<file path="config.mk">
export PLATFORM = sky130hd
export DESIGN_NAME = pio_edge_irq_in
export DESIGN_NICKNAME = d
export VERILOG_FILES = /design/src/rtl/pio_pkg.sv /design/src/rtl/pio_debounce_ch.sv /design/src/rtl/pio_edge_irq_in.sv
export SDC_FILE = /design/constraint.sdc
export NUM_CORES = 1
export LEC_CHECK = 0
export BUFFER_PORTS_ARGS = -buffer_cell sky130_fd_sc_hd__buf_2
export CORE_UTILIZATION = 45
export CTS_CLUSTER_SIZE = 40
export DETAILED_ROUTE_END_ITERATION = 8
export GPL_ROUTABILITY_DRIVEN = 0
export PLACE_DENSITY = 0.58
export SETUP_SLACK_MARGIN = 0.05
export SLEW_MARGIN = 15
export SYNTH_ARGS = -nofsm -noshare
export SYNTH_HDL_FRONTEND = slang
export SYNTH_HIERARCHICAL = 1
export SYNTH_SLANG_ARGS = --single-unit
</file>
<file path="constraint.sdc">
create_clock -name clk -period 2.7 [get_ports clk]
set_clock_uncertainty 0.2 [all_clocks]
set_input_delay 0.135 -clock clk [delete_from_list [all_inputs] [get_ports clk]]
set_output_delay 0.135 -clock clk [all_outputs]
set_load 0.02 [all_outputs]
</file>
<file path="src/rtl/pio_pkg.sv">
// Shared constants for the edge-capturing input PIO: the Avalon word
// addresses of the register map and the width of the address bus.
package pio_pkg;

   localparam int PIO_ADDR_W = 3;

   localparam logic [PIO_ADDR_W-1:0] PIO_ADDR_DATA       = 3'd0;
   localparam logic [PIO_ADDR_W-1:0] PIO_ADDR_RISE_EN    = 3'd1;
   localparam logic [PIO_ADDR_W-1:0] PIO_ADDR_IRQ_MASK   = 3'd2;
   localparam logic [PIO_ADDR_W-1:0] PIO_ADDR_EDGE_CAP   = 3'd3;
   localparam logic [PIO_ADDR_W-1:0] PIO_ADDR_FALL_EN    = 3'd4;
   localparam logic [PIO_ADDR_W-1:0] PIO_ADDR_DEB_THRESH = 3'd5;

endpackage

</file>
<file path="src/rtl/pio_debounce_ch.sv">
// One input channel: a synchroniser chain that brings the asynchronous pin
// into the clk domain, followed by a counter-based debounce filter.  The
// filtered level and a one-cycle update pulse go back to the register file,
// which decides whether the change counts as a rising or a falling edge.
module pio_debounce_ch
   import pio_pkg::*;
#(
   parameter int SYNC_STAGES = 2,
   parameter int DEB_W       = 16
) (
   input  logic             clk,
   input  logic             reset,
   input  logic             asyncIn,
   input  logic [DEB_W-1:0] thresh,
   output logic             filt,
   output logic             update
);

   logic [SYNC_STAGES-1:0] syncChain;
   logic                   syncBit;
   logic [DEB_W-1:0]       cnt;

   // Shift the raw pin through SYNC_STAGES flops so the debounce logic only
   // ever sees a settled value; the oldest stage is the synchronised level.
   always_ff @(posedge clk or posedge reset) begin
      if (reset) begin
         syncChain <= '0;
      end else begin
         syncChain <= {syncChain[SYNC_STAGES-2:0], asyncIn};
      end
   end

   assign syncBit = syncChain[SYNC_STAGES-1];

   // Debounce filter: count consecutive cycles where the synchronised level
   // disagrees with the accepted level.  Once the count has reached the
   // threshold the new level is accepted and a single update pulse is
   // raised alongside it.  Any agreeing cycle throws the count away, so a
   // short glitch never gets through.  The count saturates instead of
   // wrapping so a huge threshold cannot be skipped past.
   always_ff @(posedge clk or posedge reset) begin
      if (reset) begin
         filt   <= 1'b0;
         cnt    <= '0;
         update <= 1'b0;
      end else begin
         update <= 1'b0;
         if (syncBit == filt) begin
            cnt <= '0;
         end else if (cnt >= thresh) begin
            filt   <= syncBit;
            cnt    <= '0;
            update <= 1'b1;
         end else if (cnt != {DEB_W{1'b1}}) begin
            cnt <= cnt + 1'b1;
         end
      end
   end

endmodule

</file>
<file path="src/rtl/pio_edge_irq_in.sv">
// Edge-capturing, debounced input PIO with a masked level interrupt, sitting
// on Avalon-MM as a slave with a fixed read latency of one cycle.  Each of
// the WIDTH channels is filtered by its own pio_debounce_ch; this level holds
// the shared register file, the sticky edge-capture bits, the read mux and
// the interrupt.
module pio_edge_irq_in
   import pio_pkg::*;
#(
   parameter int WIDTH       = 8,
   parameter int SYNC_STAGES = 2,
   parameter int DEB_W       = 16,
   parameter int DEB_RESET   = 0
) (
   input  logic                  clk,
   input  logic                  reset,
   input  logic [PIO_ADDR_W-1:0] address,
   input  logic                  chipselect,
   input  logic                  write_n,
   input  logic [31:0]           writedata,
   output logic [31:0]           readdata,
   input  logic [WIDTH-1:0]      in_port,
   output logic                  irq
);

   logic [WIDTH-1:0] filtVec;
   logic [WIDTH-1:0] updVec;
   logic [WIDTH-1:0] riseEn;
   logic [WIDTH-1:0] fallEn;
   logic [WIDTH-1:0] irqMask;
   logic [WIDTH-1:0] edgeCap;
   logic [DEB_W-1:0] debThresh;
   logic [WIDTH-1:0] riseEv;
   logic [WIDTH-1:0] fallEv;
   logic [WIDTH-1:0] capClear;
   logic [31:0]      readMux;
   logic             wrStrobe;
   logic             unusedWriteData;

   assign wrStrobe        = chipselect & ~write_n;
   assign unusedWriteData = ^writedata;

   for (genvar i = 0; i < WIDTH; i++) begin : gChan
      pio_debounce_ch #(
         .SYNC_STAGES(SYNC_STAGES),
         .DEB_W      (DEB_W)
      ) uDeb (
         .clk    (clk),
         .reset  (reset),
         .asyncIn(in_port[i]),
         .thresh (debThresh),
         .filt   (filtVec[i]),
         .update (updVec[i])
      );
   end

   // The update pulse arrives together with the new filtered level, so the
   // level itself tells us which direction the channel just moved.
   assign riseEv   = updVec & filtVec & riseEn;
   assign fallEv   = updVec & ~filtVec & fallEn;
   assign capClear = (wrStrobe && address == PIO_ADDR_EDGE_CAP) ? writedata[WIDTH-1:0] : '0;

   // Plain read/write configuration registers.  Rising edges are enabled on
   // every channel out of reset so the block behaves like its single-bit
   // predecessor without any setup.
   always_ff @(posedge clk or posedge reset) begin
      if (reset) begin
         riseEn    <= '1;
         irqMask   <= '0;
         fallEn    <= '0;
         debThresh <= DEB_W'(DEB_RESET);
      end else if (wrStrobe) begin
         case (address)
            PIO_ADDR_RISE_EN:    riseEn    <= writedata[WIDTH-1:0];
            PIO_ADDR_IRQ_MASK:   irqMask   <= writedata[WIDTH-1:0];
            PIO_ADDR_FALL_EN:    fallEn    <= writedata[WIDTH-1:0];
            PIO_ADDR_DEB_THRESH: debThresh <= writedata[DEB_W-1:0];
            default: ;
         endcase
      end
   end

   // Sticky edge capture.  Software clears bits by writing ones; an edge
   // that lands on the same cycle as its clear is OR-ed in afterwards, so the
   // fresh event is never lost.
   always_ff @(posedge clk or posedge reset) begin
      if (reset) begin
         edgeCap <= '0;
      end else begin
         edgeCap <= (edgeCap & ~capClear) | riseEv | fallEv;
      end
   end

   // Address decode for reads.  Unused upper bits and unmapped addresses
   // read back as zero.
   always_comb begin
      readMux = '0;
      case (address)
         PIO_ADDR_DATA:       readMux[WIDTH-1:0] = filtVec;
         PIO_ADDR_RISE_EN:    readMux[WIDTH-1:0] = riseEn;
         PIO_ADDR_IRQ_MASK:   readMux[WIDTH-1:0] = irqMask;
         PIO_ADDR_EDGE_CAP:   readMux[WIDTH-1:0] = edgeCap;
         PIO_ADDR_FALL_EN:    readMux[WIDTH-1:0] = fallEn;
         PIO_ADDR_DEB_THRESH: readMux[DEB_W-1:0] = debThresh;
         default: ;
      endcase
   end

   // Register the read mux every cycle regardless of chipselect, which is
   // what gives the bus its fixed one-cycle read latency.
   always_ff @(posedge clk or posedge reset) begin
      if (reset) begin
         readdata <= '0;
      end else begin
         readdata <= readMux;
      end
   end

   assign irq = |(edgeCap & irqMask);

endmodule
</file>
Word level (Yosys, flattened, before mapping)
Index checks and enable logic that the tools add are counted.
{"block": "op_classes", "muxes": 43, "reduce_logical": 23, "n_lt_le_gt_ge": 8, "eq_ne": 21, "n_addsub": 8, "n_bitwise": 20}
{"cell": "2-to-1 mux 16 bit", "n": 24}
{"cell": "adder 16 x 1 -> 16 bit (second input constant)", "n": 8}
{"cell": "greater-or-equal comparator 16 bit", "n": 8}
{"cell": "!= test 16 bit (second input constant)", "n": 8}
{"cell": "bitwise AND 8 bit", "n": 6}
{"cell": "one-hot mux 8 bit (6 select lines)", "n": 1}
{"cell": "AND reduction 2 bit", "n": 12}
{"cell": "nonzero test 3 bit", "n": 8}
{"cell": "2-to-1 mux 1 bit", "n": 16}
{"cell": "2-to-1 mux 8 bit", "n": 2}
{"cell": "NOT 8 bit", "n": 2}
{"cell": "OR 8 bit", "n": 2}
{"cell": "NOT 1 bit", "n": 9}
{"cell": "== test 1 bit", "n": 8}
{"cell": "OR reduction 8 bit", "n": 1}
{"cell": "== test 3 x 2 -> 1 bit (second input constant)", "n": 2}
{"cell": "== test 3 bit (second input constant)", "n": 2}
{"cell": "== test 3 x 1 -> 1 bit (second input constant)", "n": 1}
{"cell": "logical NOT 3 bit", "n": 1}
{"cell": "bitwise AND 1 bit", "n": 1}
{"cell": "logical AND 1 bit", "n": 1}
{"block": "totals", "reg_bits": 224, "word_cells": 161, "out_inout_bits": 33, "in_bits": 47}

Longest topological paths before layout
{"block": "logic_depth", "ltp_word": 8, "ltp_mapped": 8, "depth_no_buf": 7}

Cells and area by module
Netlist, hierarchy kept.
{"mod": "pio_debounce_ch", "area_per_inst_um2": 1363.8, "cells_per_inst": 138, "instances": 8}
{"mod": "pio_edge_irq_in", "area_per_inst_um2": 3027.9, "cells_per_inst": 228, "instances": 1}

Worst setup path after synthesis
Ideal clock, no wire load.
{"block": "synth_timing", "kind": "flip-flop to flip-flop", "start": "register debThresh[0]", "end": "register gChan[0].uDeb.filt", "arrival_ns": 1.803, "path_buffers": 0, "path_stages_with_launch": 7, "setup_slack_ns": 0.572, "required_ns": 2.375, "cell_sequence": "dfrtp_1 ha_1 nand2b_4 a2111o_1 o211ai_2 nand3_1 mux2_2"}
{"block": "synth_via", "elab_chain_len": 2}
{"element": "from (decl)", "line": "pio_edge_irq_in.sv:31", "source": "logic [DEB_W-1:0] debThresh;"}
{"element": "from (signal assigned)", "line": "pio_edge_irq_in.sv:70", "source": "debThresh <= DEB_W'(DEB_RESET);"}
{"element": "from (signal assigned)", "line": "pio_edge_irq_in.sv:76", "source": "PIO_ADDR_DEB_THRESH: debThresh <= writedata[DEB_W-1:0];"}
{"element": "greater-or-equal comparator 16 bit", "line": "pio_debounce_ch.sv:50", "source": "end else if (cnt >= thresh) begin"}
{"element": "AND reduction 2 bit (no source line)"}
{"element": "to (signal assigned)", "line": "pio_debounce_ch.sv:51", "source": "filt <= syncBit;"}
{"element": "to (decl)", "line": "pio_debounce_ch.sv:15", "source": "output logic filt,"}
No other way between the ends.
A chain may end at the register's enable or synchronous reset.

Worst setup path in the final report
{"block": "layout_timing", "start": "register debThresh[13]", "end": "register gChan[0].uDeb.filt"}
The elaborated chain is that of the path after synthesis.

==> impl_results.md <==
- H-tree levels: 1
- Count leader, synth: dfrtp_1
- Die area: 0.0317 sq mm
- FF-to-FF path depth: 8
- Die X-Extent: 178 microns
- RSZ-0062 raised after global routing: false
- Crit path launch type: flop
- Vias/cell: 5.49
- Post-synth EDFFs: 0
- Tot Pwr: 11.3 mW
- Final setup TNS: 0 ps
- CTS Buf Count: 26
- Setup-failing EPs final: 0
- CTS sink count: 224
- Vias in the first global route: 10,200
- Final Cycle Share: 0.900
- First drt pass iteration count: 5
- Gr usage total: 0.217
- Cell Chain, Critical Path: buf_12 -> inv_1 -> ha_1 -> nand4_1 -> nor3_1 -> o211ai_2 -> nand3_1 -> mux2_2
- Largest net degree at the start of global routing: 34
- Asr flop ratio synth: 1.00
- Clk buf depth: 3
- Max frequency: 0.411 GHz
- Slew @ Worst Pin: 848 ps
- Buf+Inv Stages, Crit Path: 2
- WL/cell: 17.6 microns
- Placed cell areas: 0.0150 sq mm
- Hold Path Depth: 2
- Commonest cells post-synth: dfrtp_1 (216), inv_1 (140), ha_1 (136), a21oi_1 (122), nand3_1 (72)
- Top cell family by delay on the critical path: simple AND/OR/NAND/NOR gates
- Synth area leader: dfrtp_1
- Mapped Cells: 1,332
- Grt met3 use: 0.0269
- Peak supply drop: 606 uV
- DRC violations left: 0
- Final Hold Viols: 0
- Fin cells: 1,881
- Routed Wire Length: 33,200 microns
- GR Util met1: 0.296
- Busiest metal layer after global routing: met2
- CP Max Fanout: 5
- Setup CP Type: reg -> reg
- Hpwl dp: 24,200 microns
- Outcome: completed
- Leakage: 7.66 nW
- Ys Warns: 6
- First-pass GRT wire length: 54,100 microns
- CP arrival: 2640 ps
- Max-slew violations: 0
- Slew margin rel.: 0.434
- DRT iter0 DRCs: 551
- Pwr per Cell Area: 702 mW/mm^2
- Die Height: 178 microns
- Top-area cell type share of the netlist area: 0.388
- Sequential share of the synthesized area: 0.403
- Fill count: 2,771
- Type of the worst min-delay path: in -> reg
- Starting density of the core: 0.457
- Synth Area per Inst: 10.5 sq um
- Area Overhead vs Synth: 15.9%
- Crit path capture type: flop
- DR vias: 10,330
- Post-Place Cells: 1,804
- PortBufs: 47
- Post-route ant nets: 0
- CTS Root Cell: clkbuf_16
- Nets: 1,647
- Total congestion overflow: 0
- Worst-skew pair later-pin latency: 530 ps
- #FFs+latches synth: 224
- CP max stage cell: dfrtp_1
- Area contributors post-synth: dfrtp_1 (39%), ha_1 (12%), a21oi_1 (4.4%)
- Number of distinct library cells after synthesis: 49
- Synthesized area: 0.0139 sq mm
- Post-synth top flop: dfrtp_1
- Worst-path clk slew: 60 ps
- Crit. path cell count: 8
- Layout cell share with drive strength beyond 1: 0.179
- Std-Cell Rows: 64
- Max_cap viols: 0
- Final core area utilization: 0.529
- Crit path required time: 2910 ps
- Crit path time final: 2430 ps
- CP peak stage delay: 440 ps
- I/O pin total: 80
- GRT met2 Usage: 0.364
- Placeable core area: 0.0305 sq mm
- Finished Cell Area: 0.0162 sq mm
- Antenna violations before repair: 1
- CTS tree: built
[metrics by stage]
step | worst slack [ps] | hold WS, ps
final | 269 | 47.4
after global routing | 119 | 28.7
after CTS | 227 | 12.5
after detailed placement | 247 | 44.3
after floorplan | 572 | -101
after global placement | 274 | 43.6
[per-layer routing]
metal | part of all wire | vias to the layer above
met2 | 0.47 | 133
met4 | 0.025 | 0
met3 | 0.026 | 44
met1 | 0.47 | 5080
met5 | 0 | -
li1 | - | 5073
[what timing repair did]
item,in CTS,in global routing
gates resized for setup,0,1
setup buffers,0,0
endpoints found under the hold margin,248,0
hold buffers,28,0
endpoints found under the setup margin,0,2
[cell type report]
type / count / area [sq um] / share of cell area
clock buffer: 39 / 801 / 0.0496
timing repair buffer: 139 / 1170 / 0.0725
multi-input combinational: 933 / 7440 / 0.461
antenna: 1 / 2.50 / 0.000155
inverter: 140 / 526 / 0.0325
clock inverter: 9 / 100 / 0.00620
sequential: 224 / 5620 / 0.348
tap: 396 / 495 / 0.0307
[registers in the layout, indices dropped and copies added, names as in the netlist]
| signal | cells |
|---|---|
| riseEn | 8 |
| gChan.uDeb/filt | 8 |
| edgeCap | 8 |
| gChan.uDeb/update | 8 |
| irqMask | 8 |
| readdata | 16 |
| gChan.uDeb/syncChain | 16 |
| gChan.uDeb/cnt | 128 |
| debThresh | 16 |
| fallEn | 8 |
[worst register-to-register path: stages (launching register included)]
cell	delay [ps]
dfrtp_1	440
buf_12	160
inv_1	60
ha_1	290
nand4_1	170
nor3_1	330
o211ai_2	210
nand3_1	140
mux2_2	330
[power by group]
part	switching, mW	internal (mW)
clock network	1.41	2.23
registers	0.489	3.75
logic	1.76	1.69
[cell families (layout without fill, tap and decap cells)]
kind of cell,count (synthesis),after routing,share of synthesized area
AND/OR/NAND/NOR,337,337,0.157
AO/OA/AOI/OAI,265,265,0.125
flip-flops,224,224,0.403
buffers and inverters,190,327,0.0674
adder cells (fa/ha/maj),136,136,0.122
XOR/XNOR,96,96,0.0603
multiplexers,83,83,0.0650
other,1,17,0.000269
[worst paths after layout]
path                       slack, ps                              endpoint                                 start
max reg2reg                      270        gChan[0].uDeb/filt$_DFFE_PP0P_             debThresh[13]$_DFFE_PP0P_
max                              270        gChan[0].uDeb/filt$_DFFE_PP0P_             debThresh[13]$_DFFE_PP0P_
min in group asynchronous        240              debThresh[7]$_DFFE_PP0P_                                 reset
min                               50  gChan[0].uDeb/syncChain[0]$_DFF_PP0_                            in_port[0]
max in group asynchronous       1370                 riseEn[6]$_DFFE_PP1P_                                 reset
min reg2reg                      150  gChan[7].uDeb/syncChain[1]$_DFF_PP0_  gChan[7].uDeb/syncChain[0]$_DFF_PP0_
[cells in the final DEF, fill, tap and decap left out, drive strengths merged, types with 16 or more instances in the layout]
cell         synthesis  routed
buf                 49     111
conb                 1      16
dfrtp              216     216
xor2                48      48
ha                 136     136
nor2                33      33
a21oi              122     122
mux2                60      60
clkbuf               1      39
mux2i               23      23
dlygate4sd3          0      28
xnor2               48      48
nand3               80      80
inv                140     140
nand2               50      50
and4                16      16
nand4               41      41
a311oi              16      16
a31oi               40      40
and3                49      49
nor3                17      17
Note: power is estimated with default switching activity, not from simulation.
